### config.mk
export PLATFORM = sky130hd
export DESIGN_NAME = setpoint_ramp_ctrl_flat
export DESIGN_NICKNAME = d
export VERILOG_FILES = /design/src/rtl/setpoint_ramp_ctrl_if.sv /design/src/rtl/setpoint_ramp_ctrl.sv /design/src/flat_wrapper.sv
export SDC_FILE = /design/constraint.sdc
export NUM_CORES = 1
export LEC_CHECK = 0
export ABC_AREA = 1
export CORE_UTILIZATION = 45
export DETAILED_ROUTE_END_ITERATION = 10
export PLACE_DENSITY = 0.71
export SLEW_MARGIN = 40
export SYNTH_ARGS = -nofsm -noshare
export SYNTH_HDL_FRONTEND = slang
export SYNTH_SLANG_ARGS = --single-unit
### constraint.sdc
create_clock -name clk -period 6.6 [get_ports clk]
set_input_delay 0.66 -clock clk [delete_from_list [all_inputs] [get_ports clk]]
set_output_delay 0.66 -clock clk [all_outputs]
set_load 0.02 [all_outputs]
### src/rtl/setpoint_ramp_ctrl_if.sv
// Bundle of button inputs and setpoint outputs for setpoint_ramp_ctrl.
// There is no valid/ready handshake here: the buttons and enable are
// levels sampled every clock, and the outputs are levels, plus one
// single-cycle strobe (pulso_cambio) that marks a change of cant_objetivo.
// fsm_state exposes the repeat FSM (0 IDLE, 1 HOLD, 2 REPEAT) for observation.
interface setpoint_ramp_ctrl_if;
    logic       enable;
    logic       boton_aumento;
    logic       boton_disminuye;
    logic [9:0] cant_objetivo;
    logic [9:0] cant_corriente;
    logic       en_rampa;
    logic       pulso_cambio;
    logic [1:0] fsm_state;

    // Board / test side: drives buttons and enable, watches the setpoint.
    modport master (
        output enable, boton_aumento, boton_disminuye,
        input  cant_objetivo, cant_corriente, en_rampa, pulso_cambio, fsm_state
    );

    // Controller side.
    modport slave (
        input  enable, boton_aumento, boton_disminuye,
        output cant_objetivo, cant_corriente, en_rampa, pulso_cambio, fsm_state
    );
endinterface

### src/rtl/setpoint_ramp_ctrl.sv
// Button-driven setpoint controller for the 10-bit DPWM current setpoint.
// Raw buttons are synchronized and debounced, arbitrated into UP/DN/NONE,
// and turned into saturating target steps with press-and-hold auto-repeat.
// The published setpoint slews toward the target by 1 LSB per ramp tick so
// the PWM comparator never sees a larger step.
module setpoint_ramp_ctrl #(
    parameter int DEB_CYCLES  = 4,
    parameter int HOLD_CYCLES = 20,
    parameter int REP_CYCLES  = 5,
    parameter int STEP        = 8,
    parameter int MIN_VAL     = 0,
    parameter int MAX_VAL     = 1000,
    parameter int RAMP_DIV    = 2
) (
    input  logic                 clk,
    input  logic                 reset,
    setpoint_ramp_ctrl_if.slave  bus
);

    localparam int DW   = $clog2(DEB_CYCLES + 1);
    localparam int TMAX = (HOLD_CYCLES > REP_CYCLES) ? HOLD_CYCLES : REP_CYCLES;
    localparam int TW   = $clog2(TMAX + 1);
    localparam int PW   = (RAMP_DIV > 1) ? $clog2(RAMP_DIV) : 1;

    typedef enum logic [1:0] {
        CMD_NONE = 2'd0,
        CMD_UP   = 2'd1,
        CMD_DN   = 2'd2
    } cmd_t;

    typedef enum logic [1:0] {
        ST_IDLE   = 2'd0,
        ST_HOLD   = 2'd1,
        ST_REPEAT = 2'd2
    } state_t;

    // Button index 0 = up, 1 = down.
    logic [1:0]    w_raw;
    logic [1:0]    r_sync1;
    logic [1:0]    r_sync2;
    logic [1:0]    r_deb;
    logic [DW-1:0] r_deb_cnt [2];

    cmd_t          w_cmd;
    state_t        r_state;
    cmd_t          r_cmd_lat;
    logic [TW-1:0] r_timer;
    logic [9:0]    r_obj;
    logic          r_pulse;

    logic [10:0]   w_sum;
    logic [9:0]    w_up_val;
    logic [9:0]    w_dn_val;
    logic [9:0]    w_step_val;
    logic          w_timer_exp;
    logic          w_step_fire;

    logic [PW-1:0] r_pre;
    logic [9:0]    r_cor;
    logic          w_tick;

    assign w_raw = {bus.boton_disminuye, bus.boton_aumento};

    // Two-flop synchronizers followed by counting debouncers; these run
    // regardless of enable so a held button is already resolved when
    // enable comes back.
    always_ff @(posedge clk or negedge reset) begin
        if (!reset) begin
            r_sync1 <= '0;
            r_sync2 <= '0;
            r_deb   <= '0;
            for (int i = 0; i < 2; i++) begin
                r_deb_cnt[i] <= '0;
            end
        end else begin
            r_sync1 <= w_raw;
            r_sync2 <= r_sync1;
            for (int i = 0; i < 2; i++) begin
                if (r_sync2[i] != r_deb[i]) begin
                    // The flip happens on the sample that would bring the
                    // count of disagreeing samples up to DEB_CYCLES.
                    if (r_deb_cnt[i] == DW'(DEB_CYCLES - 1)) begin
                        r_deb[i]     <= r_sync2[i];
                        r_deb_cnt[i] <= '0;
                    end else begin
                        r_deb_cnt[i] <= r_deb_cnt[i] + 1'b1;
                    end
                end else begin
                    r_deb_cnt[i] <= '0;
                end
            end
        end
    end

    // Arbitration: a lone button is a command, both together cancel out.
    always_comb begin
        w_cmd = CMD_NONE;
        if (r_deb[0] && !r_deb[1]) begin
            w_cmd = CMD_UP;
        end else if (r_deb[1] && !r_deb[0]) begin
            w_cmd = CMD_DN;
        end
    end

    // Saturating step arithmetic, carried in 11 bits so the up-sum cannot wrap.
    always_comb begin
        w_sum    = {1'b0, r_obj} + 11'(STEP);
        w_up_val = (w_sum > 11'(MAX_VAL)) ? 10'(MAX_VAL) : w_sum[9:0];
        if ({1'b0, r_obj} < (11'(MIN_VAL) + 11'(STEP))) begin
            w_dn_val = 10'(MIN_VAL);
        end else begin
            w_dn_val = r_obj - 10'(STEP);
        end
        w_step_val = (w_cmd == CMD_UP) ? w_up_val : w_dn_val;
    end

    // A step fires on a fresh command in IDLE, or when the hold/repeat timer
    // runs out while the same command is still present.
    always_comb begin
        w_timer_exp = (r_timer == TW'(1));
        w_step_fire = 1'b0;
        if (bus.enable) begin
            case (r_state)
                ST_IDLE:   w_step_fire = (w_cmd != CMD_NONE);
                ST_HOLD,
                ST_REPEAT: w_step_fire = (w_cmd == r_cmd_lat) && w_timer_exp;
                default:   w_step_fire = 1'b0;
            endcase
        end
    end

    // Repeat FSM together with the target register and its change strobe.
    always_ff @(posedge clk or negedge reset) begin
        if (!reset) begin
            r_state   <= ST_IDLE;
            r_cmd_lat <= CMD_NONE;
            r_timer   <= '0;
            r_obj     <= 10'(MIN_VAL);
            r_pulse   <= 1'b0;
        end else begin
            r_pulse <= 1'b0;
            if (w_step_fire) begin
                r_obj   <= w_step_val;
                r_pulse <= (w_step_val != r_obj);
            end
            if (!bus.enable) begin
                r_state <= ST_IDLE;
            end else begin
                case (r_state)
                    ST_IDLE: begin
                        if (w_cmd != CMD_NONE) begin
                            r_state   <= ST_HOLD;
                            r_cmd_lat <= w_cmd;
                            r_timer   <= TW'(HOLD_CYCLES);
                        end
                    end
                    ST_HOLD, ST_REPEAT: begin
                        if (w_cmd != r_cmd_lat) begin
                            // Any change of command, including to the other
                            // button, goes through IDLE and restarts the timing.
                            r_state <= ST_IDLE;
                        end else if (w_timer_exp) begin
                            r_state <= ST_REPEAT;
                            r_timer <= TW'(REP_CYCLES);
                        end else begin
                            r_timer <= r_timer - 1'b1;
                        end
                    end
                    default: r_state <= ST_IDLE;
                endcase
            end
        end
    end

    assign w_tick = (r_pre == PW'(RAMP_DIV - 1));

    // Prescaler and 1-LSB slew of the published setpoint; both freeze while
    // disabled. The comparison uses the registered target, so a step landing
    // on the same edge only affects the following tick.
    always_ff @(posedge clk or negedge reset) begin
        if (!reset) begin
            r_pre <= '0;
            r_cor <= 10'(MIN_VAL);
        end else if (bus.enable) begin
            if (w_tick) begin
                r_pre <= '0;
                if (r_cor < r_obj) begin
                    r_cor <= r_cor + 1'b1;
                end else if (r_cor > r_obj) begin
                    r_cor <= r_cor - 1'b1;
                end
            end else begin
                r_pre <= r_pre + 1'b1;
            end
        end
    end

    assign bus.cant_objetivo  = r_obj;
    assign bus.cant_corriente = r_cor;
    assign bus.en_rampa       = (r_cor != r_obj);
    assign bus.pulso_cambio   = r_pulse;
    assign bus.fsm_state      = r_state;

endmodule
### src/flat_wrapper.sv
// flat-port wrapper written by rule: the top's interface ports become plain ports
module setpoint_ramp_ctrl_flat 
#(
    parameter int DEB_CYCLES  = 4,
    parameter int HOLD_CYCLES = 20,
    parameter int REP_CYCLES  = 5,
    parameter int STEP        = 8,
    parameter int MIN_VAL     = 0,
    parameter int MAX_VAL     = 1000,
    parameter int RAMP_DIV    = 2
)
  (clk, reset, bus_enable, bus_boton_aumento, bus_boton_disminuye, bus_cant_objetivo, bus_cant_corriente, bus_en_rampa, bus_pulso_cambio, bus_fsm_state);
  setpoint_ramp_ctrl_if bus_i ();
  input  logic clk;
  input  logic reset;
  input wire logic [$bits(bus_i.enable)-1:0] bus_enable;
  input wire logic [$bits(bus_i.boton_aumento)-1:0] bus_boton_aumento;
  input wire logic [$bits(bus_i.boton_disminuye)-1:0] bus_boton_disminuye;
  output wire logic [$bits(bus_i.cant_objetivo)-1:0] bus_cant_objetivo;
  output wire logic [$bits(bus_i.cant_corriente)-1:0] bus_cant_corriente;
  output wire logic [$bits(bus_i.en_rampa)-1:0] bus_en_rampa;
  output wire logic [$bits(bus_i.pulso_cambio)-1:0] bus_pulso_cambio;
  output wire logic [$bits(bus_i.fsm_state)-1:0] bus_fsm_state;
  assign bus_i.enable = bus_enable;
  assign bus_i.boton_aumento = bus_boton_aumento;
  assign bus_i.boton_disminuye = bus_boton_disminuye;
  assign bus_cant_objetivo = bus_i.cant_objetivo;
  assign bus_cant_corriente = bus_i.cant_corriente;
  assign bus_en_rampa = bus_i.en_rampa;
  assign bus_pulso_cambio = bus_i.pulso_cambio;
  assign bus_fsm_state = bus_i.fsm_state;
  setpoint_ramp_ctrl #(.DEB_CYCLES(DEB_CYCLES), .HOLD_CYCLES(HOLD_CYCLES), .REP_CYCLES(REP_CYCLES), .STEP(STEP), .MIN_VAL(MIN_VAL), .MAX_VAL(MAX_VAL), .RAMP_DIV(RAMP_DIV)) u_core (.clk(clk), .reset(reset), .bus(bus_i));
endmodule
==> results.md <==
- Status: completed
- Met1 Use GR: 25.0%
- Die W: 82.9 um
- DIE AREA: 6870 sq um
- Starting density of the core: 46.4%
- Crit-path max FO: 12
- # clock sinks: 43
- CP Launch Type: flop
- FMAX: 320 MHz
- GRT Util Overall: 18.6%
- Worst-Skew Late Latency: 300 ps
- Total wire length: 5760 um
- Min Hold Slack: 333 ps
- Slew Limit Fails: 0
- R2R cell count: 13
- Final clock skew: 6.17 ps
- Hpwl dp: 4540 um
- Crit Path Class: reg2reg
- Area growth, synth to finish: 14.4%
- Worst-path clk slew: 90 ps
- Count of nets after finishing: 430
- Post-synthesis compound-gate area fraction: 12.0%
- Synth warn: 0
- Die height: 82.9 um
- Reg-to-Reg End: u_core.bus.cant_corriente[6]
- Core Rows: 29
- Share of layout cells above drive strength 1: 9.37%
- First drt pass iteration count: 4
- Gpl congestion: 0.864
- Vias in the first global route: 2309
- Largest net degree at the start of global routing: 44
- Hold Buf Count CTS: 0
- Via density per instance: 5.11
- Reg2Reg Launch Point: u_core.bus.cant_objetivo[8]
- Final setup fails: 0
- Critical Path End Type: flop
- Post-route DRC: 0
- Placeable core region: 6350 sq um
- Detailed Route Iter0 Violations: 102
- Required time worst endpoint: 6780 ps
- Port bufs: 28
- Antenna-violating nets left: 0
- Min Clock Period, post-route: 3120 ps
- Post-CTS Setup Bufs: 0
- Post-Syn Area: 2950 sq um
- Post-synthesis cell type count: 38
- Syn avg cell area: 8.09 sq um
- Seq/Total Area, Yosys: 36.5%
- First-pass GRT wire length: 10300 um
- Diodes inserted: 0
- RSZ-0062 raised after global routing: false
- Vias: 2410
- Initial antenna violation count: 0
- Synthesized netlist net count: 400
- CP arrival: 3300 ps
- Total grt overflow: 0
- Sum of negative setup slack: 0 ps
- Largest family of logic cells by synthesized area: simple AND/OR/NAND/NOR gates
- TritonCTS buffer count: 5
- Mapped Cells: 364
- #FFs+latches synth: 43
- Synth Area in XOR/XNOR: 5.06%
- Met2 usage: 29.8%
- Met3 track demand over resource: 2.78%
- Async SR Flop Fraction: 100%
- Final Hold Fails: 0
- CTS tree: built
- Root buf cell: clkbuf_8
- Post-synth EDFFs: 0
- Worst slew pin tran: 548 ps
- Adder-Cell Fraction of Synth Area: 13.4%
- Mux share of post-synthesis cell area: 0%
- Synth Area in Simple Gates: 25.1%
- Post_cts resized: 0
- FF-to-FF setup slack: 3480 ps
- Fin crit share: 47.3%
- Routed len/inst: 12.2 um
- Io pins: 29
- Top Usage Layer GRT: met2
- Max Buffers Root-to-Sink: 2
- Max-cap violations: 0
- Htree depth: 2
- Top_reg_cell synth: dfrtp_1
- Relative slew slack: 63.5%
- Hold Path Class: in2async
-- final cells by class --
type | instances | area [sq um]
clock buffers | 5 | 68.8
clock inverters | 3 | 23.8
fillers | 574 | 2980
inverters | 49 | 189
multi-input cells | 267 | 1640
flip-flops and latches | 43 | 1080
well taps | 77 | 96.3
repair buffers | 28 | 278
-- sequential cells by signal, summed over array words and instances, names as in the netlist --
signal                     flops
u_core.r_deb                   2
u_core.bus.cant_corriente     10
u_core.bus.cant_objetivo      10
u_core.bus.pulso_cambio        1
u_core.r_cmd_lat               2
u_core.bus.fsm_state           2
u_core.r_sync2                 2
u_core.r_pre                   1
u_core.r_timer                 5
u_core.r_sync1                 2
u_core.r_deb_cnt               6
-- metal layers --
layer | wire [um] | part of all wire, %
met1 | 2800 | 49
met2 | 2740 | 47
met3 | 154 | 2.7
met4 | 71 | 1.2
met5 | 0 | 0
-- through the flow --
| stage | cell area [sq um] | utilization, % | instances | setup WS, ps |
|---|---|---|---|---|
| CTS | 3370 | 53.0 | 472 | 3480 |
| global route | 3370 | 53.0 | 472 | 3190 |
| floorplan | 2950 | - | 364 | 3730 |
| detailed placement | 3280 | 51.6 | 464 | 3490 |
| global placement | 3270 | 51.5 | 464 | 3630 |
| finish | 3370 | 53.0 | 472 | 3480 |
-- worst max-delay path by stage --
| stage | from | end | slack, ps | cells after the start |
|---|---|---|---|---|
| 2_1_floorplan | u_core.bus.cant_objetivo[8] | u_core.bus.cant_corriente[6] | 3730 | 14 |
| 3_3_place_gp | u_core.bus.cant_objetivo[8] | u_core.bus.cant_corriente[6] | 3630 | 13 |
| 3_5_place_dp | u_core.bus.cant_objetivo[8] | u_core.bus.cant_corriente[6] | 3490 | 13 |
| 4_1_cts | u_core.bus.cant_objetivo[8] | u_core.bus.cant_corriente[6] | 3480 | 13 |
| 5_1_grt | u_core.bus.cant_objetivo[8] | u_core.bus.cant_corriente[6] | 3190 | 13 |
| 6_report | u_core.bus.cant_objetivo[8] | u_core.bus.cant_corriente[6] | 3480 | 13 |
-- critical path, stage by stage (launching register included) --
cell     delay [ps]
dfrtp_1         500
inv_1           160
ha_1            300
nand2_1          70
nor2_1          180
nand4_1         140
nand3_2         220
inv_1            90
fa_1            410
o21ai_0         380
a21oi_1         110
o21ai_0         200
xor2_1          160
o21ai_0          80
-- kinds of logic after synthesis --
logic type	count (synthesis)
and+or+nand+nor	156
AOI/OAI and AO/OA	63
buffers and inverters	54
DFF	43
adders and majority gates	31
xor gates and xnor gates	17
-- cell usage in the layout, fill, tap and decap left out, types with 3 or more instances in the layout --
master / count
nand3_1: 25
inv_2: 5
ha_1: 30
o211ai_1: 3
o21ai_0: 20
a21oi_1: 18
o21ai_1: 11
nor3_1: 5
nand2_2: 5
dfrtp_1: 43
nand3_2: 6
nor2_1: 28
clkbuf_8: 5
nor2_2: 3
nand4_1: 4
xor2_1: 11
clkdlybuf4s50_1: 27
nand2_1: 72
xnor2_1: 6
inv_1: 42
-- synthesized netlist by cell type (all sizes together), types with 2 or more instances --
library cell	n	area [sq um]
o21bai	2	15.0
dfrtp	43	1080
o21ai	32	164
inv	49	189
ha	30	375
o31ai	2	15.0
nand2	78	313
nor2	32	135
buf	4	38.8
nor3	5	25.0
nand3	31	185
a21oi	20	108
xor2	11	96.3
or2	2	12.5
nor3b	2	15.0
xnor2	6	52.6
o211ai	3	22.5
nand4	4	25.0
Power is left out: the tool's default activity adds up to more than one toggle a clock period on the data nets, which glitch-free logic cannot reach.
